$ cat src/rtl/cam_lut_arbiter.sv
// Two-requester round-robin front end for a single-lookup CAM/LUT engine.
// Latency: req_ack is combinational in IDLE; rsp_done arrives 2 cycles + LUT latency after req_ack.
// Backpressure: requesters hold req_valid until req_ack; only one lookup is outstanding at a time.
//
// Ports:
//   clk, reset            - single clock, synchronous active-low reset
//   req_valid/dst/src/op  - two requesters, requester n on the n-th slice of each bus
//   req_ack, rsp_done     - per-requester grant and completion pulses
//   rsp_hit, rsp_miss     - registered lookup result, qualified by rsp_done, held between responses
//   lut_*                 - key/opcode/start towards the LUT, done/hit/miss back from it
//   busy                  - high in every state except IDLE
//   timeout_err           - watchdog abort pulse (constant 0 unless CAM_ARB_WATCHDOG_EN is defined)
//
// Build option: define CAM_ARB_WATCHDOG_EN to add the WAIT-state watchdog (TIMEOUT_CYCLES).

module cam_lut_arbiter #(
    parameter int INIT_CYCLES    = 40,
    parameter int TIMEOUT_CYCLES = 15,
    parameter int OPCODE_W       = 16
) (
    input  logic                  clk,
    input  logic                  reset,
    input  logic [1:0]            req_valid,
    input  logic [95:0]           req_dst_ip,
    input  logic [95:0]           req_src_ip,
    input  logic [2*OPCODE_W-1:0] req_opcode,
    output logic [1:0]            req_ack,
    output logic [1:0]            rsp_done,
    output logic                  rsp_hit,
    output logic                  rsp_miss,
    output logic [47:0]           lut_dst_ip,
    output logic [47:0]           lut_src_ip,
    output logic [OPCODE_W-1:0]   lut_opcode,
    output logic                  lut_lookup_req,
    input  logic                  lut_lookup_done,
    input  logic                  lut_hit,
    input  logic                  lut_miss,
    output logic                  busy,
    output logic                  timeout_err
);

    // ------------------------------------------------------------------
    // State encoding (one-hot)
    // ------------------------------------------------------------------
    typedef enum logic [4:0] {
        S_INIT  = 5'b00001,
        S_IDLE  = 5'b00010,
        S_ISSUE = 5'b00100,
        S_WAIT  = 5'b01000,
        S_RESP  = 5'b10000
    } state_t;

    localparam int INIT_W = (INIT_CYCLES > 1) ? $clog2(INIT_CYCLES) : 1;
    localparam logic [INIT_W-1:0] INIT_LAST = INIT_W'(INIT_CYCLES - 1);

    state_t                state_q;
    logic [INIT_W-1:0]     init_cnt_q;
    logic                  last_q;       // index of the requester granted most recently
    logic                  owner_q;      // index of the requester owning the current lookup
    logic [47:0]           dst_q;
    logic [47:0]           src_q;
    logic [OPCODE_W-1:0]   op_q;
    logic                  lookup_req_q;
    logic [1:0]            rsp_done_q;
    logic                  hit_q;
    logic                  miss_q;
    logic                  busy_q;

`ifdef CAM_ARB_WATCHDOG_EN
    localparam int WD_W = (TIMEOUT_CYCLES > 1) ? $clog2(TIMEOUT_CYCLES) : 1;
    localparam logic [WD_W-1:0] WD_LAST = WD_W'(TIMEOUT_CYCLES - 1);

    logic [WD_W-1:0]       wd_cnt_q;
    logic                  timeout_q;
`endif

    // ------------------------------------------------------------------
    // Arbitration (combinational, only meaningful in IDLE)
    // ------------------------------------------------------------------
    logic                  gnt_vld_d;
    logic                  gnt_idx_d;
    logic                  lut_hit_d;
    logic [47:0]           sel_dst_d;
    logic [47:0]           sel_src_d;
    logic [OPCODE_W-1:0]   sel_op_d;

    always_comb begin
        gnt_vld_d = (state_q == S_IDLE) && (req_valid != 2'b00);
        // On a tie the requester that did not win last time goes next;
        // otherwise the lone requester wins.
        if (req_valid == 2'b11) begin
            gnt_idx_d = ~last_q;
        end else begin
            gnt_idx_d = req_valid[1];
        end
        sel_dst_d = gnt_idx_d ? req_dst_ip[95:48] : req_dst_ip[47:0];
        sel_src_d = gnt_idx_d ? req_src_ip[95:48] : req_src_ip[47:0];
        sel_op_d  = gnt_idx_d ? req_opcode[OPCODE_W +: OPCODE_W]
                              : req_opcode[0 +: OPCODE_W];
        // A contradictory LUT answer (hit and miss together) is treated as a miss.
        lut_hit_d = lut_hit & ~lut_miss;
    end

    // Grant is gated by reset so nothing is acknowledged while reset is held.
    assign req_ack = (gnt_vld_d && reset) ? (gnt_idx_d ? 2'b10 : 2'b01) : 2'b00;

    // ------------------------------------------------------------------
    // Control FSM with registered outputs
    // ------------------------------------------------------------------
    always_ff @(posedge clk) begin
        if (!reset) begin
            state_q      <= S_INIT;
            init_cnt_q   <= '0;
            last_q       <= 1'b1;
            owner_q      <= 1'b0;
            dst_q        <= '0;
            src_q        <= '0;
            op_q         <= '0;
            lookup_req_q <= 1'b0;
            rsp_done_q   <= 2'b00;
            hit_q        <= 1'b0;
            miss_q       <= 1'b0;
            busy_q       <= 1'b1;
`ifdef CAM_ARB_WATCHDOG_EN
            wd_cnt_q     <= '0;
            timeout_q    <= 1'b0;
`endif
        end else begin
            // Pulse outputs default low every cycle.
            lookup_req_q <= 1'b0;
            rsp_done_q   <= 2'b00;
`ifdef CAM_ARB_WATCHDOG_EN
            timeout_q    <= 1'b0;
`endif
            case (state_q)
                S_INIT: begin
                    // Hold off while the LUT performs its own reset fill.
                    if (init_cnt_q == INIT_LAST) begin
                        init_cnt_q <= '0;
                        state_q    <= S_IDLE;
                        busy_q     <= 1'b0;
                    end else begin
                        init_cnt_q <= init_cnt_q + 1'b1;
                    end
                end

                S_IDLE: begin
                    if (gnt_vld_d) begin
                        owner_q      <= gnt_idx_d;
                        last_q       <= gnt_idx_d;
                        dst_q        <= sel_dst_d;
                        src_q        <= sel_src_d;
                        op_q         <= sel_op_d;
                        lookup_req_q <= 1'b1;  // high for the single ISSUE cycle
                        busy_q       <= 1'b1;
                        state_q      <= S_ISSUE;
                    end
                end

                S_ISSUE: begin
                    state_q  <= S_WAIT;
`ifdef CAM_ARB_WATCHDOG_EN
                    wd_cnt_q <= '0;
`endif
                end

                S_WAIT: begin
                    // A done arriving on the last watchdog cycle still wins.
                    if (lut_lookup_done) begin
                        hit_q      <= lut_hit_d;
                        miss_q     <= ~lut_hit_d;
                        rsp_done_q <= owner_q ? 2'b10 : 2'b01;
                        state_q    <= S_RESP;
`ifdef CAM_ARB_WATCHDOG_EN
                    end else if (wd_cnt_q == WD_LAST) begin
                        // Abort: report a miss to the owner and flag the timeout.
                        hit_q      <= 1'b0;
                        miss_q     <= 1'b1;
                        rsp_done_q <= owner_q ? 2'b10 : 2'b01;
                        timeout_q  <= 1'b1;
                        state_q    <= S_RESP;
                    end else begin
                        wd_cnt_q   <= wd_cnt_q + 1'b1;
`endif
                    end
                end

                S_RESP: begin
                    // rsp_done is visible this cycle; granting resumes next cycle.
                    state_q <= S_IDLE;
                    busy_q  <= 1'b0;
                end

                default: begin
                    state_q    <= S_INIT;
                    init_cnt_q <= '0;
                    busy_q     <= 1'b1;
                end
            endcase
        end
    end

    // ------------------------------------------------------------------
    // Output mapping
    // ------------------------------------------------------------------
    assign lut_dst_ip     = dst_q;
    assign lut_src_ip     = src_q;
    assign lut_opcode     = op_q;
    assign lut_lookup_req = lookup_req_q;
    assign rsp_done       = rsp_done_q;
    assign rsp_hit        = hit_q;
    assign rsp_miss       = miss_q;
    assign busy           = busy_q;

`ifdef CAM_ARB_WATCHDOG_EN
    assign timeout_err    = timeout_q;
`else
    assign timeout_err    = 1'b0;
`endif

endmodule

$ cat config.mk
export PLATFORM = sky130hd
export DESIGN_NAME = cam_lut_arbiter
export DESIGN_NICKNAME = d
export VERILOG_FILES = /design/src/rtl/cam_lut_arbiter.sv
export SDC_FILE = /design/constraint.sdc
export NUM_CORES = 1
export LEC_CHECK = 0
export ABC_AREA = 1
export BUFFER_PORTS_ARGS = -buffer_cell sky130_fd_sc_hd__buf_4
export CAP_MARGIN = 40
export CORE_AREA = 3 3 135 137
export CTS_BUF_LIST = sky130_fd_sc_hd__clkbuf_8
export DETAILED_ROUTE_END_ITERATION = 12
export DIE_AREA = 0 0 138 140
export PLACE_DENSITY = 0.66
export SLEW_MARGIN = 20
export SYNTH_ARGS = -nofsm -noshare
export SYNTH_HDL_FRONTEND = slang
export SYNTH_SLANG_ARGS = --single-unit
$ cat constraint.sdc
create_clock -name clk -period 1.35 [get_ports clk]
set_input_delay 0.135 -clock clk [delete_from_list [all_inputs] [get_ports clk]]
set_output_delay 0.135 -clock clk [all_outputs]
set_load 0.05 [all_outputs]
==> flow_metrics.env <==
export IMPL_syn_area_um2=6020
export IMPL_critical_path_arrival_ns=1.53
export IMPL_dp_cells=1527
export IMPL_drive_gt1_share_pct=32.6
export IMPL_grt_ovfl_total=0
export IMPL_critPathCaptureType="output port"
export IMPL_coreArea_um2=17200
export IMPL_critPathMaxStageDelay_ns=0.34
export IMPL_viasPerCell=4.67
export IMPL_antenna_found_initial=0
export IMPL_hold_path_class="input port to register"
export IMPL_cts_root_buf="clkbuf_8"
export IMPL_regToRegSetupSlack_ns=-0.31
export IMPL_clk_pin_slew_ns=0.07
export IMPL_grt_pass1_vias=8126
export IMPL_dpl_hpwl_mm=15.7
export IMPL_num_rows=48
export IMPL_crit_chain="inv_2 -> nor2_4 -> nand3_4 -> nor2_8 -> nand2_8 -> nor2_4 -> buf_8"
export IMPL_wl_per_cell_um=15.2
export IMPL_start_util_pct=35.1
export IMPL_slowest_stage="dfxtp_2"
export IMPL_cellPowerDensity_nw_per_um2=1060
export IMPL_setup_viol=123
export IMPL_p_clk_share_pct=33.4
export IMPL_fin_cells=1756
export IMPL_ios=352
export IMPL_mostFrequentLayoutCell="nand2_1"
export IMPL_drv_slew=0
export IMPL_period_share_pct=123
export IMPL_die_w_um=138
export IMPL_drcViolationCount=0
export IMPL_ant_nets=0
export IMPL_fillers=1300
export IMPL_portBuffers=350
export IMPL_die_area_um2=19300
export IMPL_violations="negative setup slack"
export IMPL_grtUsageTotal_pct=25.9
export IMPL_crit_path_start_kind="register"
export IMPL_die_h_um=140
export IMPL_via_count=8205
export IMPL_finClkSkew_ns=0.0104
export IMPL_drtPass1Iterations=5
export IMPL_cts_tree="built"
export IMPL_ys_seq_area_share_pct=43.5
export IMPL_crit_family="simple AND/OR/NAND/NOR gates"
export IMPL_synth_distinct_cells=30
export IMPL_place_ws_ns=-0.104
export IMPL_status="finished with violations"
export IMPL_critical_path_buf_inv_count=2
export IMPL_period_minus_slack_ns=1.66
export IMPL_final_area_um2=12000
export IMPL_routed_wl_mm=26.8
export IMPL_final_cell_mix="nand2_1, buf_4, dlygate4sd3_1, dfxtp_1, nor2_1"
export IMPL_cellLeakagePower_uw=0.00639
export IMPL_cp_required_ns=1.22
export IMPL_p_switching_uw=4000
export IMPL_reg2reg_to="lut_opcode[2]"
export IMPL_worstPathMaxFanout=4
export IMPL_r2r_cells=12
export IMPL_grt_max_degree=45
export IMPL_yosys_warnings=0
export IMPL_maxCapViolations=0
export IMPL_comb_power_share_pct=32.6
export IMPL_syn_nets=1198
export IMPL_whs_endpoint="lut_dst_ip[10]"
export IMPL_switching_share_pct=31.6
export IMPL_htreeDepth=4
export IMPL_synth_seq_cells=131
export IMPL_timing_final_ws_setup_ns=-0.311
export IMPL_setup_tns_ns=-27.16
export IMPL_synth_cells=966
export IMPL_routabilityCongestion=0.864
export IMPL_synth_area_per_cell_um2=6.24
export IMPL_hp_start="req_dst_ip[58]"
export IMPL_hold_path_cell_count=5
export IMPL_cts_buffer_depth=2
export IMPL_rsz0062_at_grt="yes"
export IMPL_final_nets=1746
export IMPL_seq_power_share_pct=34.1
export IMPL_worstSetupPathType="register to output port"
export IMPL_fmax_ghz=0.602
export IMPL_postPlaceCellArea_um2=9100
export IMPL_cts_inserted_buffers=17
export IMPL_hold_viol=0
export IMPL_clock_latency_ns=0.45
export IMPL_clock_sinks=131
export IMPL_r2r_start="state_q[1]"
export IMPL_internal_power_uw=8660
export IMPL_ir_drop_mv=0.691
export IMPL_grt_pass1_wl_mm=41.0
export IMPL_cp_common_cell="nor2_4"
export IMPL_drtIter0Drc=484
export IMPL_syn_to_final_growth_pct=98.6
[what timing repair did]
action | CTS | global route
endpoints found under the setup margin | 70 | 130
gates resized for setup | 34 | 41
pin swaps | 5 | 15
hold buffers | 164 | 0
setup buffers | 13 | 7
endpoints found under the hold margin | 90 | 0
gates cloned | 10 | 2
[flip-flops by register name (all words and copies together) (netlist names)]
register	count
rsp_done	2
last_q	1
init_cnt_q	6
lut_src_ip	48
lut_dst_ip	48
busy	1
rsp_miss	1
lut_lookup_req	1
owner_q	1
rsp_hit	1
state_q	5
lut_opcode	16
[stage by stage]
step           power [uW]  utilization (%)  hold slack (ns)
3_5_place_dp         7550             53.0            0.416
6_report            12700             69.6          0.00858
3_3_place_gp         7530             53.0            0.417
2_1_floorplan        6180                -            0.293
4_1_cts             12400             68.3         -0.00577
5_1_grt             13200             69.6         0.000724
[worst reg2reg max path, delay by kind of cell (launching register included)]
kind	cells	cell delay, ns
flops	1	0.34
simple gates	6	0.52
buf+inv	6	0.68
[routing by layer]
metal  wire, um  track usage [%]  up-vias
li1           -                -     4031
met1      10500             30.2     3702
met2      13400             45.5      394
met3       1850             6.32       78
met4        991             11.0        0
met5          0                0        -
[layout make-up]
cell class                 instances  area [um2]  area share (%)
timing repair buffer             579        5230            43.7
multi-input combinational        766        3210            26.8
sequential                       131        2630            22.0
tap                              225         282            2.35
clock inverter                    14         260            2.18
clock buffer                      18         248            2.07
inverter                          18        90.1           0.753
antenna                            4        10.0          0.0837
timing repair inverter             1        6.26          0.0523
[cell families after synthesis]
logic type      share of synthesized area (%)
simple gates                             46.2
xor+xnor                                0.145
compound gates                           3.95
other cells                            0.0623
buf+inv                                  5.90
fa+ha+maj                               0.208
flops                                    43.5
[power groups by stage]
stage / Combinational, uW / Clock, uW / Sequential, uW
6_report: 4120 / 4220 / 4310
5_1_grt: 4400 / 4470 / 4350
4_1_cts: 3840 / 4280 / 4300
3_5_place_dp: 3170 / 0 / 4380
3_3_place_gp: 3160 / 0 / 4370
2_1_floorplan: 1130 / 0 / 5050
[how the worst max path moves through the flow]
stage               start             end  cells after the start
2_1_floorplan  state_q[2]          last_q                      6
3_3_place_gp   state_q[3]  lut_dst_ip[34]                      7
3_5_place_dp   state_q[3]  lut_dst_ip[19]                      7
4_1_cts        state_q[1]      req_ack[0]                      7
5_1_grt        state_q[1]      req_ack[0]                      7
6_report       state_q[1]      req_ack[0]                      7
[cell usage after synthesis (all sizes together)]
master | count | area [um2]
nand2 | 608 | 2290
dfxtp | 131 | 2620
nor2 | 88 | 372
o21ai | 38 | 190
buf | 29 | 198
clkbuf | 22 | 85.1
inv | 17 | 68.8
nand3 | 12 | 72.6
a21oi | 8 | 40.0
nand4 | 3 | 18.8
nor3 | 3 | 15.0
and3 | 1 | 6.26
clkinv | 1 | 3.75
conb | 1 | 3.75
ha | 1 | 12.5
o21bai | 1 | 7.51
or2 | 1 | 6.26
xor2 | 1 | 8.76
Power figures use the tool's default switching activity.
